[config.mk]
export PLATFORM = sky130hd
export DESIGN_NAME = cache_arbiter
export DESIGN_NICKNAME = d
export VERILOG_FILES = /design/src/rtl/cache_arbiter.sv
export SDC_FILE = /design/constraint.sdc
export NUM_CORES = 1
export LEC_CHECK = 0
export BUFFER_PORTS_ARGS = -buffer_cell sky130_fd_sc_hd__buf_2
export CAP_MARGIN = 10
export CORE_AREA = 5 5 270 272
export CTS_CLUSTER_DIAMETER = 80
export DETAILED_ROUTE_END_ITERATION = 6
export DIE_AREA = 0 0 275 277
export GPL_TIMING_DRIVEN = 1
export HOLD_SLACK_MARGIN = 0.15
export PLACE_DENSITY_LB_ADDON = 0.1
export SLEW_MARGIN = 20
export SYNTH_ARGS = -nofsm -noshare
export SYNTH_HDL_FRONTEND = slang
export SYNTH_SLANG_ARGS = --single-unit
[constraint.sdc]
create_clock -name clk -period 1.6 [get_ports clk]
set_input_delay 0.16 -clock clk [delete_from_list [all_inputs] [get_ports clk]]
set_output_delay 0.16 -clock clk [all_outputs]
set_load 0.05 [all_outputs]
[src/rtl/cache_arbiter.sv]
// Single-outstanding arbiter between the I-cache and D-cache for the shared pmem/L2 port.
// Optional ARBITER_ROUND_ROBIN_EN replaces fixed D-priority with alternating priority.
module cache_arbiter #(
    parameter int ADDR_WIDTH = 16,
    parameter int LINE_WIDTH = 128
) (
    input  logic                  clk,
    input  logic                  reset,

    input  logic                  i_pmem_read,
    input  logic [ADDR_WIDTH-1:0] i_pmem_address,
    output logic [LINE_WIDTH-1:0] i_pmem_rdata,
    output logic                  i_pmem_resp,

    input  logic                  d_pmem_read,
    input  logic                  d_pmem_write,
    input  logic [ADDR_WIDTH-1:0] d_pmem_address,
    input  logic [LINE_WIDTH-1:0] d_pmem_wdata,
    output logic [LINE_WIDTH-1:0] d_pmem_rdata,
    output logic                  d_pmem_resp,

    output logic                  pmem_read,
    output logic                  pmem_write,
    output logic [ADDR_WIDTH-1:0] pmem_address,
    output logic [LINE_WIDTH-1:0] pmem_wdata,
    input  logic [LINE_WIDTH-1:0] pmem_rdata,
    input  logic                  pmem_resp
);

    localparam int OFFSET_BITS = $clog2(LINE_WIDTH / 8);
    localparam logic [ADDR_WIDTH-1:0] LINE_MASK = ~ADDR_WIDTH'((1 << OFFSET_BITS) - 1);

    typedef enum logic [2:0] {
        IDLE,
        SERVE_I,
        SERVE_D,
        RESP_I,
        RESP_D
    } state_t;

    state_t state;
    state_t state_next;
    logic   grant_i;
    logic   grant_d;
    logic   d_req;
    logic   d_wins;

    assign d_req = d_pmem_read | d_pmem_write;

`ifdef ARBITER_ROUND_ROBIN_EN
    logic last_grant;  // 0 = I granted last, 1 = D granted last

    assign d_wins = ~last_grant;

    always_ff @(posedge clk) begin
        if (reset) begin
            last_grant <= 1'b0;
        end else if (grant_d) begin
            last_grant <= 1'b1;
        end else if (grant_i) begin
            last_grant <= 1'b0;
        end
    end
`else
    assign d_wins = 1'b1;
`endif

    always_comb begin
        // NOTE: every output of this block gets a default first, so no path can infer a latch.
        state_next = state;
        grant_i    = 1'b0;
        grant_d    = 1'b0;
        case (state)
            IDLE: begin
                if (d_req && (!i_pmem_read || d_wins)) begin
                    grant_d    = 1'b1;
                    state_next = SERVE_D;
                end else if (i_pmem_read) begin
                    grant_i    = 1'b1;
                    state_next = SERVE_I;
                end
            end
            SERVE_I: if (pmem_resp) state_next = RESP_I;
            SERVE_D: if (pmem_resp) state_next = RESP_D;
            RESP_I, RESP_D: state_next = IDLE;
            default: state_next = IDLE;
        endcase
    end

    always_ff @(posedge clk) begin
        if (reset) begin
            state <= IDLE;
        end else begin
            state <= state_next;
        end
    end

    // Registered outputs: strobes/address/data are loaded on grant, strobes drop on pmem_resp.
    always_ff @(posedge clk) begin
        // NOTE: non-blocking assignments so every register here samples pre-edge values.
        if (reset) begin
            pmem_read    <= 1'b0;
            pmem_write   <= 1'b0;
            pmem_address <= '0;
            pmem_wdata   <= '0;
            i_pmem_rdata <= '0;
            d_pmem_rdata <= '0;
            i_pmem_resp  <= 1'b0;
            d_pmem_resp  <= 1'b0;
        end else begin
            i_pmem_resp <= (state_next == RESP_I);
            d_pmem_resp <= (state_next == RESP_D);

            if (grant_d) begin
                pmem_address <= d_pmem_address & LINE_MASK;
                pmem_wdata   <= d_pmem_wdata;
                pmem_write   <= d_pmem_write;
                pmem_read    <= ~d_pmem_write;
            end else if (grant_i) begin
                pmem_address <= i_pmem_address & LINE_MASK;
                pmem_write   <= 1'b0;
                pmem_read    <= 1'b1;
            end else if ((state == SERVE_I || state == SERVE_D) && pmem_resp) begin
                pmem_read  <= 1'b0;
                pmem_write <= 1'b0;
                if (pmem_read && state == SERVE_I) i_pmem_rdata <= pmem_rdata;
                if (pmem_read && state == SERVE_D) d_pmem_rdata <= pmem_rdata;
            end
        end
    end

endmodule
After elaboration in Yosys (flattened, before gate mapping). Index checks and enable logic that the tools add are counted.

Muxes and demuxes: 17. Bitwise operators: 4. Reductions and logical operators: 9. Equality and inequality tests: 4.

Operators with widths (number): 16-bit two-way mux (2); 3-bit two-way mux (4); 1-bit two-way mux (10); 3-bit one-hot mux with 3 select lines (1); 4-bit AND reduction (2); 3-bit by 2-bit == test with 1-bit output, second input constant (2); 3-bit by 1-bit == test with 1-bit output, second input constant (1); 3-bit == test, second input constant (1); 1-bit logical AND (3); 3-bit logical NOT (1); 1-bit NOT (3); 3-bit nonzero test (1); 2-bit nonzero test (1); 1-bit logical OR (1); 1-bit OR (1).

Output and inout bits: 404. Bits in registers: 403. Bits of input ports: 294. Logic and storage cells: 43.

Depth between registers and ports, before layout.
Depth after elaboration: 6. Mapped depth: 7. Gate-level depth less buffers: 3.

Worst setup path before layout. No wires, ideal clock.

Path type: reg-to-reg. Start: reg pmem_read. End: reg i_pmem_rdata[87]. Stages on the path, launching flop included: 7. Clock period less this slack: 1.733 ns. Path buffers: 3. Slack: -0.133 ns. Data arrival time: 1.663 ns. Library setup time: 0.070 ns. Required time: 1.530 ns. Cells stage by stage: dfxtp_1 -> and3b_1 -> clkbuf_1 -> buf_2 -> buf_1 -> nand3_1 -> a21oi_1.

Word-level cells in the longest chain between the ends: 2.

RTL lines: start: declaration (RTL line 22) `output logic pmem_read,`; start signal: assignment (RTL line 118) `pmem_read <= ~d_pmem_write;`; 1-bit logical AND (RTL line 126) `if (pmem_read && state == SERVE_I) i_pmem_rdata <= pmem_rdata;`; 4-bit AND reduction (no line); end signal: assignment (RTL line 126); end: declaration (RTL line 12) `output logic [LINE_WIDTH-1:0] i_pmem_rdata,`.

Every way passes these cells. A chain may end at the register's enable or synchronous reset.

Worst setup path in the final report.
Start: reg state[0]. End: reg pmem_read.

Word-level cells in the longest chain between the ends: 4. Elaborated cells between the ends (all ways): 10. Classes of those cells: eq/ne: 2; mux: 4; reduce/logical: 4.

RTL lines: start: declaration (RTL line 41) `state_t state;`; start signal: assignment (RTL line 94) `state <= state_next;`; 3-bit logical NOT, or another cell as far along (RTL line 73) `case (state)`; 1-bit two-way mux or 1-bit logical OR (tied branches) (RTL line 73, 123); 1-bit two-way mux or 1-bit logical AND (tied branches) (RTL line 119, 123); 1-bit two-way mux or 3-bit nonzero test (tied branches).

Several ways; a longest one is shown, not always the timed one.

==> flow_summary.json <==
{
  "drt-initial-drc-count": 1032,
  "num-fill-cells": 7478,
  "ys_top_cells_by_area": "dfxtp_1 (52%), a21oi_1 (13%), o21ai_0 (13%)",
  "core.rowCount": 98,
  "initial_utilization": 0.2181,
  "synth-seq-cells": 403,
  "ys_seq_area_frac": 0.5247,
  "worst_slack_ns": 0.05358,
  "r2r-end": "pmem_read",
  "firstDrtPassIters": 5,
  "max_cap_viol_count": 0,
  "clock_sinks": 403,
  "yosysUniqueCellTypes": 30,
  "grt_usage": 0.1884,
  "antenna_left": 0,
  "grt_max_degree": 65,
  "finalHoldViolations": 0,
  "period_minus_slack_ns": 1.546,
  "preCtsSetupSlack_ns": -0.1055,
  "cp_slowest_stage_delay_ns": 0.50,
  "fin_crit_sh": 0.9665,
  "syn_avg_cell_area_sq_um": 8.196,
  "grt_overflow": 0,
  "min_from": "d_pmem_wdata[68]",
  "syn-instance-count": 1876,
  "cts_buffer_depth": 3,
  "synthFlopType": "dfxtp_1",
  "setup_viol": 0,
  "fp.dieH_microns": 277,
  "hold_path_class": "in -> reg",
  "critical_path_class": "reg -> reg",
  "outcome": "finished, final reports clean",
  "routed_wl_microns": 77230,
  "vdd_drop_max_mv": 0.7578,
  "clockRootBuffer": "clkbuf_16",
  "syn_area_sq_um": 15380,
  "synthToLayoutAreaGrowth_pct": 62.74,
  "required_ns": 2.10,
  "cts_tree": "yes",
  "synth_edf_count": 0,
  "p_leak_nw": 10.46,
  "arrival_ns": 2.04,
  "power_density_nw_per_um2": 1097,
  "dp_hpwl_microns": 55600,
  "min_to": "pmem_wdata[68]",
  "port_buffers": 685,
  "final_core_util": 0.3549,
  "fin_skew_ns": 0.02082,
  "gp_congestion": 0.8244,
  "dieArea_sq_um": 76180,
  "synth_top_area_frac": 0.5247,
  "reg2reg_slack_ns": 0.05,
  "yosys_warnings": 0,
  "grt_pass1_vias": 17880,
  "timing.fmax_ghz": 0.6467,
  "cts_htree_levels": 2,
  "antenna_found_initial": 9,
  "cp_max_fo": 12,
  "vias": 17940,
  "cts_buffers": 51,
  "die_w_microns": 275,
  "crit_chain": "or3_4, buf_6, or3_1, a21oi_1",
  "wl_per_cell_microns": 20.50,
  "pin_count": 698,
  "synth_top_area_cell": "dfxtp_1",
  "slew_violations": 0,
  "clk_latency_ns": 0.59,
  "drc": 0,
  "grt_pass1_wl_microns": 113300,
  "worstHoldPathCells": 4,
  "rsz0062_at_grt": "no",
  "nets": 3061,
  "vias_per_cell": 4.762,
  "reg2reg_from": "state[0]",
  "clk_pin_slew_ns": 0.06,
  "endpoint_kind": "flop",
  "layout-drive-gt1-share": 0.3127,
  "worst_setup_path_start_kind": "flop",
  "cp_slowest_cell": "or3_4",
  "async_reset_ff_frac": 0,
  "core_sq_um": 70510,
  "reg2regPathDepth": 4
}
[logic make-up after synthesis]
| logic type | share of synthesized area |
|---|---|
| AO/OA/AOI/OAI | 0.2702 |
| XOR/XNOR | 0.0005697 |
| buffers and inverters | 0.06217 |
| flip-flops | 0.5247 |
| multiplexers | 0.0007323 |
| other | 0.0002439 |
| AND/OR/NAND/NOR | 0.1413 |
[cells in the mapped netlist, types with 2 or more instances]
cell,n
dfxtp_1,403
a21oi_1,399
o21ai_0,398
nand3_1,384
clkbuf_1,177
buf_2,38
nor4bb_1,12
o21a_1,12
o21ai_1,10
buf_1,9
buf_4,4
or3_1,4
nor2_1,3
nor3_1,3
buf_6,2
nand2b_1,2
nor3_2,2
o221ai_1,2
[flip-flops by register name, indices dropped and copies added (netlist names)]
name,cells
pmem_write,1
state,3
pmem_wdata,128
i_pmem_resp,1
i_pmem_rdata,128
pmem_address,12
d_pmem_rdata,128
d_pmem_resp,1
pmem_read,1
[where the power goes]
| part | total [W] | internal, W | switching [W] |
|---|---|---|---|
| clock | 0.0117 | 0.00710 | 0.00459 |
| combinational | 0.00515 | 0.00174 | 0.00341 |
| sequential | 0.0106 | 0.0104 | 0.000180 |
| total | 0.0274 | 0.0193 | 0.00818 |
[cell usage in the layout, fill, tap and decap left out, drive strengths merged, types with 5 or more instances in the layout]
| cell | count |
|---|---|
| nand3 | 384 |
| buf | 779 |
| dfxtp | 403 |
| o21ai | 408 |
| o21a | 12 |
| diode | 9 |
| dlygate4sd3 | 286 |
| clkbuf | 80 |
| clkinv | 9 |
| nor4bb | 12 |
| a21oi | 399 |
| nor3 | 5 |
[worst max-delay path by stage]
stage	slack (ns)	depth (start not counted)	startpoint	end
finish	0.05	4	state[0]	pmem_read
global placement	-0.10	4	state[2]	d_pmem_rdata[20]
CTS	0.005	4	state[2]	d_pmem_rdata[20]
detailed placement	-0.11	4	state[2]	d_pmem_rdata[20]
floorplan	0.05	6	pmem_read	i_pmem_rdata[87]
global route	0.001	4	state[0]	pmem_wdata[92]
[layer usage]
metal	track usage	wire length (microns)
met1	0.2223	30530
met2	0.3162	36880
met3	0.07182	7371
met4	0.05920	2436
met5	0	13
[critical path, delay by kind of cell (launching register included)]
| family | cells | cell delay, ns |
|---|---|---|
| AND/OR/NAND/NOR | 2 | 0.84 |
| flip-flops | 1 | 0.34 |
| AO/OA/AOI/OAI | 1 | 0.13 |
| buffers and inverters | 1 | 0.16 |
[repair_timing]
item,4_1_cts,5_1_grt
resized for setup,2,12
cloned,0,1
hold buffers,286,0
endpoints found under the hold margin,403,0
setup endpoints to repair,2,70
buffers inserted,0,6
pin swaps,0,2
[metrics by stage]
step | setup TNS [ns] | power, W | cells | hold slack [ns] | instance area, sq um
6_report | 0 | 0.02744 | 3767 | 0.3729 | 25020
5_1_grt | 0 | 0.02863 | 3763 | 0.3588 | 25010
4_1_cts | 0 | 0.02778 | 3751 | 0.3254 | 24880
3_5_place_dp | -0.1214 | 0.01531 | 3371 | 0.4210 | 20290
3_3_place_gp | -0.1044 | 0.01529 | 3371 | 0.4140 | 20290
2_1_floorplan | 0 | 0.01349 | 1879 | 0.3077 | 15390
[final cells by class]
cell class,instances,area [sq um],area share
multi-input combinational,1245,6430,0.2570
antenna,9,22.52,0.0009000
clock buffer,79,1543,0.06165
clock inverter,15,175.2,0.007000
sequential,403,8071,0.3226
tap,950,1189,0.04750
timing repair buffer,1066,7592,0.3034
Power figures use the tool's default switching activity.
